## src/rtl/usb_pkg.sv

```systemverilog
// Shared USB constants: standard/class descriptor type codes and the
// descriptor-sender FSM state encoding.
package usb_pkg;

  localparam logic [7:0] DT_DEVICE      = 8'h01;
  localparam logic [7:0] DT_CONFIG      = 8'h02;
  localparam logic [7:0] DT_STRING      = 8'h03;
  localparam logic [7:0] DT_QUALIFIER   = 8'h06;
  localparam logic [7:0] DT_OTHER_SPEED = 8'h07;
  localparam logic [7:0] DT_BOS         = 8'h0F;
  localparam logic [7:0] DT_HID_REPORT  = 8'h22;

  // String descriptor 0 (LANGID list) has a fixed size
  localparam logic [15:0] STRLANG_LEN = 16'd4;

  typedef enum logic [2:0] {
    ST_IDLE,
    ST_LOOKUP,
    ST_SEND,
    ST_WAIT_ACK,
    ST_ZLP,
    ST_WAIT_ZACK
  } desc_state_t;

endpackage

```

## src/rtl/usb_desc_sel.sv

```systemverilog
// Combinational descriptor lookup: maps (type, index, speed) onto a ROM base
// address and length, and flags requests that must be stalled.
module usb_desc_sel
  import usb_pkg::*;
(
  input  logic [7:0]  req_type,
  input  logic [7:0]  req_index,
  input  logic        req_hs,
  input  logic        desc_have_strings_i,
  input  logic [15:0] desc_dev_addr_i,
  input  logic [15:0] desc_dev_len_i,
  input  logic [15:0] desc_fscfg_addr_i,
  input  logic [15:0] desc_fscfg_len_i,
  input  logic [15:0] desc_hscfg_addr_i,
  input  logic [15:0] desc_hscfg_len_i,
  input  logic [15:0] desc_strlang_addr_i,
  input  logic [15:0] desc_vendor_addr_i,
  input  logic [15:0] desc_vendor_len_i,
  input  logic [15:0] desc_product_addr_i,
  input  logic [15:0] desc_product_len_i,
  input  logic [15:0] desc_serial_addr_i,
  input  logic [15:0] desc_serial_len_i,
  input  logic [15:0] desc_qual_addr_i,
  input  logic [15:0] desc_qual_len_i,
  input  logic [15:0] desc_oscfg_addr_i,
  input  logic [15:0] desc_bos_addr_i,
  input  logic [15:0] desc_bos_len_i,
  input  logic [15:0] desc_hidrpt_addr_i,
  input  logic [15:0] desc_hidrpt_len_i,
  output logic [15:0] base,
  output logic [15:0] len,
  output logic        stall
);

  logic known;

  always_comb begin
    base  = '0;
    len   = '0;
    known = 1'b1;
    unique case (req_type)
      DT_DEVICE: begin
        base = desc_dev_addr_i;
        len  = desc_dev_len_i;
      end
      DT_CONFIG: begin
        base = req_hs ? desc_hscfg_addr_i : desc_fscfg_addr_i;
        len  = req_hs ? desc_hscfg_len_i  : desc_fscfg_len_i;
      end
      DT_STRING: begin
        unique case (req_index)
          8'd0: begin
            base = desc_strlang_addr_i;
            len  = STRLANG_LEN;
          end
          8'd1: begin
            base = desc_vendor_addr_i;
            len  = desc_vendor_len_i;
          end
          8'd2: begin
            base = desc_product_addr_i;
            len  = desc_product_len_i;
          end
          8'd3: begin
            base = desc_serial_addr_i;
            len  = desc_serial_len_i;
          end
          default: known = 1'b0;
        endcase
      end
      DT_QUALIFIER: begin
        base = desc_qual_addr_i;
        len  = desc_qual_len_i;
      end
      // Other-speed config reuses the opposite speed's config length
      DT_OTHER_SPEED: begin
        base = desc_oscfg_addr_i;
        len  = req_hs ? desc_fscfg_len_i : desc_hscfg_len_i;
      end
      DT_BOS: begin
        base = desc_bos_addr_i;
        len  = desc_bos_len_i;
      end
      DT_HID_REPORT: begin
        base = desc_hidrpt_addr_i;
        len  = desc_hidrpt_len_i;
      end
      default: known = 1'b0;
    endcase
  end

  assign stall = !known
              || ((req_type == DT_STRING) && !desc_have_strings_i)
              || (len == '0);

endmodule

```

## src/rtl/usb_desc_sender.sv

```systemverilog
// EP0 GET_DESCRIPTOR data-stage engine: streams a ROM-resident descriptor in
// MAXPKT-sized packets with ACK/retry handling and a trailing ZLP when needed.
module usb_desc_sender
  import usb_pkg::*;
#(
  parameter int unsigned MAXPKT = 64
) (
  input  logic        clk,
  input  logic        rst,
  input  logic        req_valid,
  input  logic [7:0]  req_type,
  input  logic [7:0]  req_index,
  input  logic [15:0] req_length,
  input  logic        req_hs,
  input  logic        abort,
  input  logic [15:0] desc_dev_addr_i,
  input  logic [15:0] desc_dev_len_i,
  input  logic [15:0] desc_fscfg_addr_i,
  input  logic [15:0] desc_fscfg_len_i,
  input  logic [15:0] desc_hscfg_addr_i,
  input  logic [15:0] desc_hscfg_len_i,
  input  logic [15:0] desc_strlang_addr_i,
  input  logic [15:0] desc_vendor_addr_i,
  input  logic [15:0] desc_vendor_len_i,
  input  logic [15:0] desc_product_addr_i,
  input  logic [15:0] desc_product_len_i,
  input  logic [15:0] desc_serial_addr_i,
  input  logic [15:0] desc_serial_len_i,
  input  logic [15:0] desc_qual_addr_i,
  input  logic [15:0] desc_qual_len_i,
  input  logic [15:0] desc_oscfg_addr_i,
  input  logic [15:0] desc_bos_addr_i,
  input  logic [15:0] desc_bos_len_i,
  input  logic [15:0] desc_hidrpt_addr_i,
  input  logic [15:0] desc_hidrpt_len_i,
  input  logic        desc_have_strings_i,
  output logic [15:0] descrom_raddr_o,
  input  logic [7:0]  descrom_rdata_i,
  output logic [7:0]  tx_data,
  output logic        tx_valid,
  input  logic        tx_ready,
  output logic        tx_last,
  output logic        tx_zlp,
  input  logic        pkt_ack,
  input  logic        pkt_retry,
  output logic        req_stall,
  output logic        busy,
  output logic        done
);

  localparam logic [15:0] PKT_M1 = 16'(MAXPKT - 1);

  desc_state_t state, next_state;

  logic [7:0]  type_q, index_q;
  logic        hs_q;
  logic [15:0] length_q;
  logic [15:0] ptr, pkt_start, xlen, base;
  logic        oscfg_q, stall_q, done_q;

  logic [15:0] sel_base, sel_len, xlen_next;
  logic        sel_stall, fire, last_byte, bytes_left, need_zlp, finish;

  usb_desc_sel u_sel (
    .req_type            (type_q),
    .req_index           (index_q),
    .req_hs              (hs_q),
    .desc_have_strings_i (desc_have_strings_i),
    .desc_dev_addr_i     (desc_dev_addr_i),
    .desc_dev_len_i      (desc_dev_len_i),
    .desc_fscfg_addr_i   (desc_fscfg_addr_i),
    .desc_fscfg_len_i    (desc_fscfg_len_i),
    .desc_hscfg_addr_i   (desc_hscfg_addr_i),
    .desc_hscfg_len_i    (desc_hscfg_len_i),
    .desc_strlang_addr_i (desc_strlang_addr_i),
    .desc_vendor_addr_i  (desc_vendor_addr_i),
    .desc_vendor_len_i   (desc_vendor_len_i),
    .desc_product_addr_i (desc_product_addr_i),
    .desc_product_len_i  (desc_product_len_i),
    .desc_serial_addr_i  (desc_serial_addr_i),
    .desc_serial_len_i   (desc_serial_len_i),
    .desc_qual_addr_i    (desc_qual_addr_i),
    .desc_qual_len_i     (desc_qual_len_i),
    .desc_oscfg_addr_i   (desc_oscfg_addr_i),
    .desc_bos_addr_i     (desc_bos_addr_i),
    .desc_bos_len_i      (desc_bos_len_i),
    .desc_hidrpt_addr_i  (desc_hidrpt_addr_i),
    .desc_hidrpt_len_i   (desc_hidrpt_len_i),
    .base                (sel_base),
    .len                 (sel_len),
    .stall               (sel_stall)
  );

  assign xlen_next  = (sel_len < length_q) ? sel_len : length_q;
  assign fire       = tx_valid && tx_ready;
  // 17-bit compare so a packet end near 16'hFFFF cannot wrap into a false match
  assign last_byte  = ({1'b0, ptr} == ({1'b0, pkt_start} + {1'b0, PKT_M1}))
                   || (ptr == (xlen - 16'd1));
  assign bytes_left = (ptr != xlen);
  assign need_zlp   = (xlen < length_q) && ((xlen & PKT_M1) == '0);
  assign finish     = ((state == ST_WAIT_ACK) && pkt_ack && !pkt_retry && !bytes_left && !need_zlp)
                   || ((state == ST_WAIT_ZACK) && pkt_ack && !pkt_retry);

  always_ff @(posedge clk) begin
    if (rst) state <= ST_IDLE;
    else     state <= next_state;
  end

  always_comb begin
    next_state = state;
    if (abort) begin
      next_state = ST_IDLE;
    end else begin
      unique case (state)
        ST_IDLE:      if (req_valid) next_state = ST_LOOKUP;
        ST_LOOKUP: begin
          if (sel_stall)            next_state = ST_IDLE;
          else if (length_q == '0)  next_state = ST_ZLP;
          else                      next_state = ST_SEND;
        end
        ST_SEND:      if (fire && last_byte) next_state = ST_WAIT_ACK;
        ST_WAIT_ACK: begin
          if (pkt_retry)                   next_state = ST_SEND;
          else if (pkt_ack && bytes_left)  next_state = ST_SEND;
          else if (pkt_ack && need_zlp)    next_state = ST_ZLP;
          else if (pkt_ack)                next_state = ST_IDLE;
        end
        ST_ZLP:       next_state = ST_WAIT_ZACK;
        ST_WAIT_ZACK: begin
          if (pkt_retry)     next_state = ST_ZLP;
          else if (pkt_ack)  next_state = ST_IDLE;
        end
        default:      next_state = ST_IDLE;
      endcase
    end
  end

  // Abort clears the datapath exactly like reset so both leave the same state
  always_ff @(posedge clk) begin
    if (rst || abort) begin
      type_q    <= '0;
      index_q   <= '0;
      hs_q      <= 1'b0;
      length_q  <= '0;
      ptr       <= '0;
      pkt_start <= '0;
      xlen      <= '0;
      base      <= '0;
      oscfg_q   <= 1'b0;
      stall_q   <= 1'b0;
      done_q    <= 1'b0;
    end else begin
      stall_q <= (state == ST_LOOKUP) && sel_stall;
      done_q  <= finish;
      unique case (state)
        ST_IDLE: begin
          if (req_valid) begin
            type_q   <= req_type;
            index_q  <= req_index;
            hs_q     <= req_hs;
            length_q <= req_length;
          end
        end
        ST_LOOKUP: begin
          base      <= sel_base;
          xlen      <= xlen_next;
          ptr       <= '0;
          pkt_start <= '0;
          oscfg_q   <= (type_q == DT_OTHER_SPEED);
        end
        ST_SEND: begin
          if (fire) ptr <= ptr + 16'd1;
        end
        ST_WAIT_ACK: begin
          if (pkt_retry)                  ptr       <= pkt_start;
          else if (pkt_ack && bytes_left) pkt_start <= ptr;
        end
        default: ;
      endcase
    end
  end

  always_comb begin
    tx_valid        = 1'b0;
    tx_last         = 1'b0;
    tx_zlp          = 1'b0;
    tx_data         = '0;
    busy            = 1'b0;
    req_stall       = 1'b0;
    done            = 1'b0;
    descrom_raddr_o = '0;
    if (!rst) begin
      descrom_raddr_o = base + ptr;
      busy            = (state != ST_IDLE);
      req_stall       = stall_q;
      done            = done_q;
      unique case (state)
        ST_SEND: begin
          tx_valid = 1'b1;
          tx_last  = last_byte;
          tx_data  = (oscfg_q && (ptr == 16'd1)) ? 8'h07 : descrom_rdata_i;
        end
        ST_ZLP:  tx_zlp = 1'b1;
        default: ;
      endcase
    end
  end

endmodule
```

## config.mk

```make
export PLATFORM = sky130hd
export DESIGN_NAME = usb_desc_sender
export DESIGN_NICKNAME = d
export VERILOG_FILES = /design/src/rtl/usb_pkg.sv /design/src/rtl/usb_desc_sel.sv /design/src/rtl/usb_desc_sender.sv
export SDC_FILE = /design/constraint.sdc
export NUM_CORES = 1
export LEC_CHECK = 0
export CAP_MARGIN = 20
export CORE_AREA = 2 2 157 159
export DETAILED_ROUTE_END_ITERATION = 10
export DIE_AREA = 0 0 159 161
export GPL_ROUTABILITY_DRIVEN = 0
export PLACE_DENSITY = 0.76
export SLEW_MARGIN = 20
export SYNTH_ARGS = -nofsm -noshare
export SYNTH_HDL_FRONTEND = slang
export SYNTH_SLANG_ARGS = --single-unit
```

## constraint.sdc

```tcl
create_clock -name clk -period 4.9 [get_ports clk]
set_input_delay 0.98 -clock clk [delete_from_list [all_inputs] [get_ports clk]]
set_output_delay 0.98 -clock clk [all_outputs]
set_load 0.05 [all_outputs]
```

==> impl_table.tex <==
\begin{tabular}{lr}
\hline
Metric & Value \\
\hline
\multicolumn{2}{l}{\textbf{Layout}} \\
\quad Area of the multi-input gates & approximately 7300 um2 \\
\quad Filler cell count & 2207 \\
\quad Share of post-route cells with drive strength above 1 & 7.879\% \\
\quad Reg area & $\sim$2100 um2 \\
\quad Area added between synthesis and finish & 45.46\% \\
\quad Final nets & slightly above 2000 \\
\quad Design Area, Final & 14480 um2 \\
\quad Layout Cells excl Fill & 1983 \\
\multicolumn{2}{l}{\textbf{Setup path}} \\
\quad Crit-path cells & or4\_1, nor4\_1, nand2\_1, or4\_1, nand3\_1, nor2b\_1, a32o\_1, and2\_1, clkdlybuf4s50\_1 \\
\quad Standard cell with the maximum stage delay on the critical path & clkdlybuf4s50\_1 \\
\quad Type of the setup path with the least slack & register to output port \\
\quad CP required & just under 4000 ps \\
\quad Startpoint type of the worst setup path & register \\
\quad Highest net fanout along the worst path & 8 \\
\quad Endpoint class of the critical path & output port \\
\quad Maximum cell stage delay along the critical path & 790 ps \\
\quad Cell seen most often among critical-path stages & or4\_1 \\
\quad Critical path data arrival time & about 3700 ps \\
\multicolumn{2}{l}{\textbf{Floorplanning}} \\
\quad Die width & 159 um \\
\quad IO Pins & between 300 and 400 \\
\quad Die outline height & approximately 160 um \\
\quad Area of the core region & approximately 24000 um2 \\
\quad Die outline area & roughly 26000 um2 \\
\quad FP Rows & 57 \\
\quad Effective utilization at floorplan & roughly two fifths \\
\multicolumn{2}{l}{\textbf{Yosys}} \\
\quad Share of flip-flops with an asynchronous set or reset & 0\% \\
\quad Post-synthesis cell type count & between 70 and 80 \\
\quad Register area share after synthesis & around 21\% \\
\quad Yosys Warn Count & 0 \\
\quad Post-Synthesis Cell Area & $\sim$10000 um2 \\
\quad Top FF cell, synth & dfxtp\_1 \\
\quad Mean instance size in the synthesized netlist & about 7.6 um2 \\
\quad Number of enable-type register cells in the synthesized netlist & 0 \\
\quad Number of flip-flops and latches in the synthesized netlist & between 100 and 150 \\
\quad Syn Inst Count & 1311 \\
\quad Net count of the mapped netlist & around 1700 \\
\multicolumn{2}{l}{\textbf{Pwr}} \\
\quad Switching power of the nets & $\sim$0.00067 W \\
\quad Leakage power total & roughly 5.3 nW \\
\quad Sw Ratio & approximately 29\% \\
\quad Share of total power in sequential cells & about two fifths \\
\quad Logic gate share of total power & $\sim$30\% \\
\quad PwrDens & about 160 nW/um2 \\
\quad Share of power burned in the clock network & around a third \\
\quad Largest vdd supply drop & approximately 0.19 mV \\
\quad Pint & between 0.0015 and 0.002 W \\
\multicolumn{2}{l}{\textbf{Route}} \\
\quad Count of routing violations after the opening detailed-route iteration & 1124 \\
\quad Detailed-route vias per instance & 6.156 \\
\quad Detailed-route wire length per cell & 23.52 um \\
\quad Total number of vias & 12210 \\
\quad Number of routed nets with antenna violations & 0 \\
\quad Total iterations of the first detailed-routing run & 5 \\
\quad DRC violation count after routing & 0 \\
\quad Routed Wire Length & 46.65 mm \\
\multicolumn{2}{l}{\textbf{Timing}} \\
\quad Maximum operating frequency & 212.5 MHz \\
\quad Final critical-path share of the clock period & about 96\% \\
\quad Post-route clock skew & 11.51 ps \\
\quad RSZ-0062 raised after global routing & no \\
\quad Crit path setup slack, layout & 193.9 ps \\
\quad Slew HR & 24.72\% \\
\quad Setup TNS & 0 ps \\
\quad Count of pins over their slew limit & 0 \\
\quad Hold Fails Final Rpt & 0 \\
\quad Endpoints failing setup & 0 \\
\quad Transition time of the tightest slew-check pin & about 1100 ps \\
\quad Period minus WS final & about 4700 ps \\
\multicolumn{2}{l}{\textbf{Place}} \\
\quad Area post-placement & 14150 um2 \\
\quad Post-detailed-placement half-perimeter wirelength & around 38 mm \\
\quad Quantity of I/O buffers inserted on ports & between 300 and 400 \\
\quad Placed Instances & approximately 2000 \\
\quad Worst slack after detailed placement & 552.4 ps \\
\multicolumn{2}{l}{\textbf{Clock tree}} \\
\quad Clock root buffer & clkbuf\_16 \\
\quad Deepest level of the CTS H-tree & 3 \\
\quad Insertion delay of the later-clocked pin in the worst-skew pair & between 300 and 400 ps \\
\quad Inserted Clock Buffers & 9 \\
\quad Maximum clock insertion buffer count & 2 \\
\quad Clock Sink Count & between 100 and 150 \\
\quad Clock-pin slew of the registers on the worst-case setup and hold paths & 80 ps \\
\quad Hold buffer count at CTS & 0 \\
\quad Clock tree from TritonCTS & built \\
\multicolumn{2}{l}{\textbf{Global routing}} \\
\quad Number of antenna violations at the first check in global routing & 18 \\
\quad Global-route wire length before repair & 67.91 mm \\
\quad Via count of the first global-routing pass & roughly 11000 \\
\quad Largest net degree at the start of global routing & 45 \\
\quad Grt total ovfl & 0 \\
\quad Overall routing resource usage & 34.64\% \\
\multicolumn{2}{l}{\textbf{Outcome}} \\
\quad Run status & complete, no violations \\
\multicolumn{2}{l}{\textbf{Run}} \\
\quad Max capacitance violation total & 0 \\
\multicolumn{2}{l}{\textbf{Min path}} \\
\quad Hold/Removal Path Class & register to register \\
\hline
\end{tabular}
[cell type report]
class	count	area share, %
well taps	324	2.799
clock inverters	6	0.3542
multi-input cells	1067	50.63
diodes	9	0.1555
clock buffers	10	1.650
flip-flops and latches	103	14.26
inverters	28	0.7256
repair buffers	436	29.42
[placed cells by master, fill, tap and decap left out, types with 17 or more instances in the layout]
| cell type | n |
|---|---|
| a22o_1 | 28 |
| a22oi_1 | 44 |
| dfxtp_1 | 100 |
| nand2_1 | 137 |
| mux2i_1 | 40 |
| and3_1 | 17 |
| a21oi_1 | 132 |
| xor2_1 | 23 |
| nor2_1 | 85 |
| o21ai_0 | 77 |
| a221oi_1 | 21 |
| clkdlybuf4s50_1 | 393 |
| xnor2_1 | 31 |
| nor3_1 | 25 |
| nand3_1 | 38 |
| ha_1 | 49 |
| or3_1 | 18 |
| buf_4 | 42 |
| a211oi_1 | 18 |
| inv_1 | 28 |
| a31oi_1 | 17 |
| mux2_2 | 26 |
[power groups by stage]
stage	clock [W]	sequential, W	combinational [W]
after global routing	0.000762	0.000873	0.000730
after detailed placement	0	0.000890	0.000676
final	0.000720	0.000871	0.000690
after floorplan	0	0.000876	0.000279
after CTS	0.000726	0.000871	0.000679
after global placement	0	0.000890	0.000668
[path summary, 6_finish.rpt]
path              cells after the start  slack (ps)       to      start
setup / recovery                      9         190  tx_last    xlen[7]
hold / removal                        2         450  oscfg_q    oscfg_q
setup reg to reg                     13         710  xlen[8]  type_q[0]
hold reg to reg                       2         450  oscfg_q    oscfg_q
[worst max-delay path: cells and delay by family (launching register included)]
kind | cells | cell delay (ps)
flip-flops | 1 | 390
AND/OR/NAND/NOR | 7 | 1980
AO/OA/AOI/OAI | 1 | 210
buffers and inverters | 1 | 790
[logic make-up (layout without fill, tap and decap cells)]
group                      after synthesis  in the layout  share of synthesized area (%)
and+or+nand+nor                        445            445                          22.79
xor gates and xnor gates                55             55                          4.976
buffers and inverters                  141            480                          6.120
muxes                                   88             88                          11.26
other                                    0              9                              0
adders and majority gates               50             50                          6.358
DFF                                    103            103                          20.71
AOI/OAI and AO/OA                      429            429                          27.78
[Yosys cell counts, types with 26 or more instances]
cell	number	share of area, %
nand2_1	137	5.2
a21oi_1	132	6.6
dfxtp_1	103	21
nor2_1	89	3.4
clkbuf_1	81	3.1
o21ai_0	77	3.9
ha_1	49	6.2
a22oi_1	44	3.3
mux2i_1	40	4.0
nand3_1	38	1.9
xnor2_1	31	2.7
a22o_1	28	2.5
inv_1	28	1.1
nor3_1	27	1.4
mux2_2	26	2.9
[layer usage]
layer	vias up	routed length [um]	GRT usage, %
met5	-	147	0
met4	24	1974	13.22
met3	141	6246	14.61
met2	776	20800	54.78
met1	5682	17480	41.99
li1	5585	-	-
[sequential cells by signal (all words and copies together), names as in the netlist]
| name | cells |
|---|---|
| base | 16 |
| length_q | 16 |
| pkt_start | 16 |
| ptr | 16 |
| xlen | 16 |
| index_q | 8 |
| type_q | 8 |
| state | 3 |
| done_q | 1 |
| hs_q | 1 |
| oscfg_q | 1 |
| stall_q | 1 |
[stage by stage]
step	total power (W)	utilization, %	hold slack [ps]
finish	0.002282	60.44	454.2
global route	0.002365	60.36	467.9
CTS	0.002275	60.28	453.8
detailed placement	0.001566	59.06	442.9
global placement	0.001557	59.04	440.7
floorplan	0.001155	-	430.8
[timing repair]
action	in CTS	in global routing
buffers inserted	0	0
setup endpoints to repair	0	2
resized for setup	0	2
Note: power is estimated with default switching activity, not from simulation.
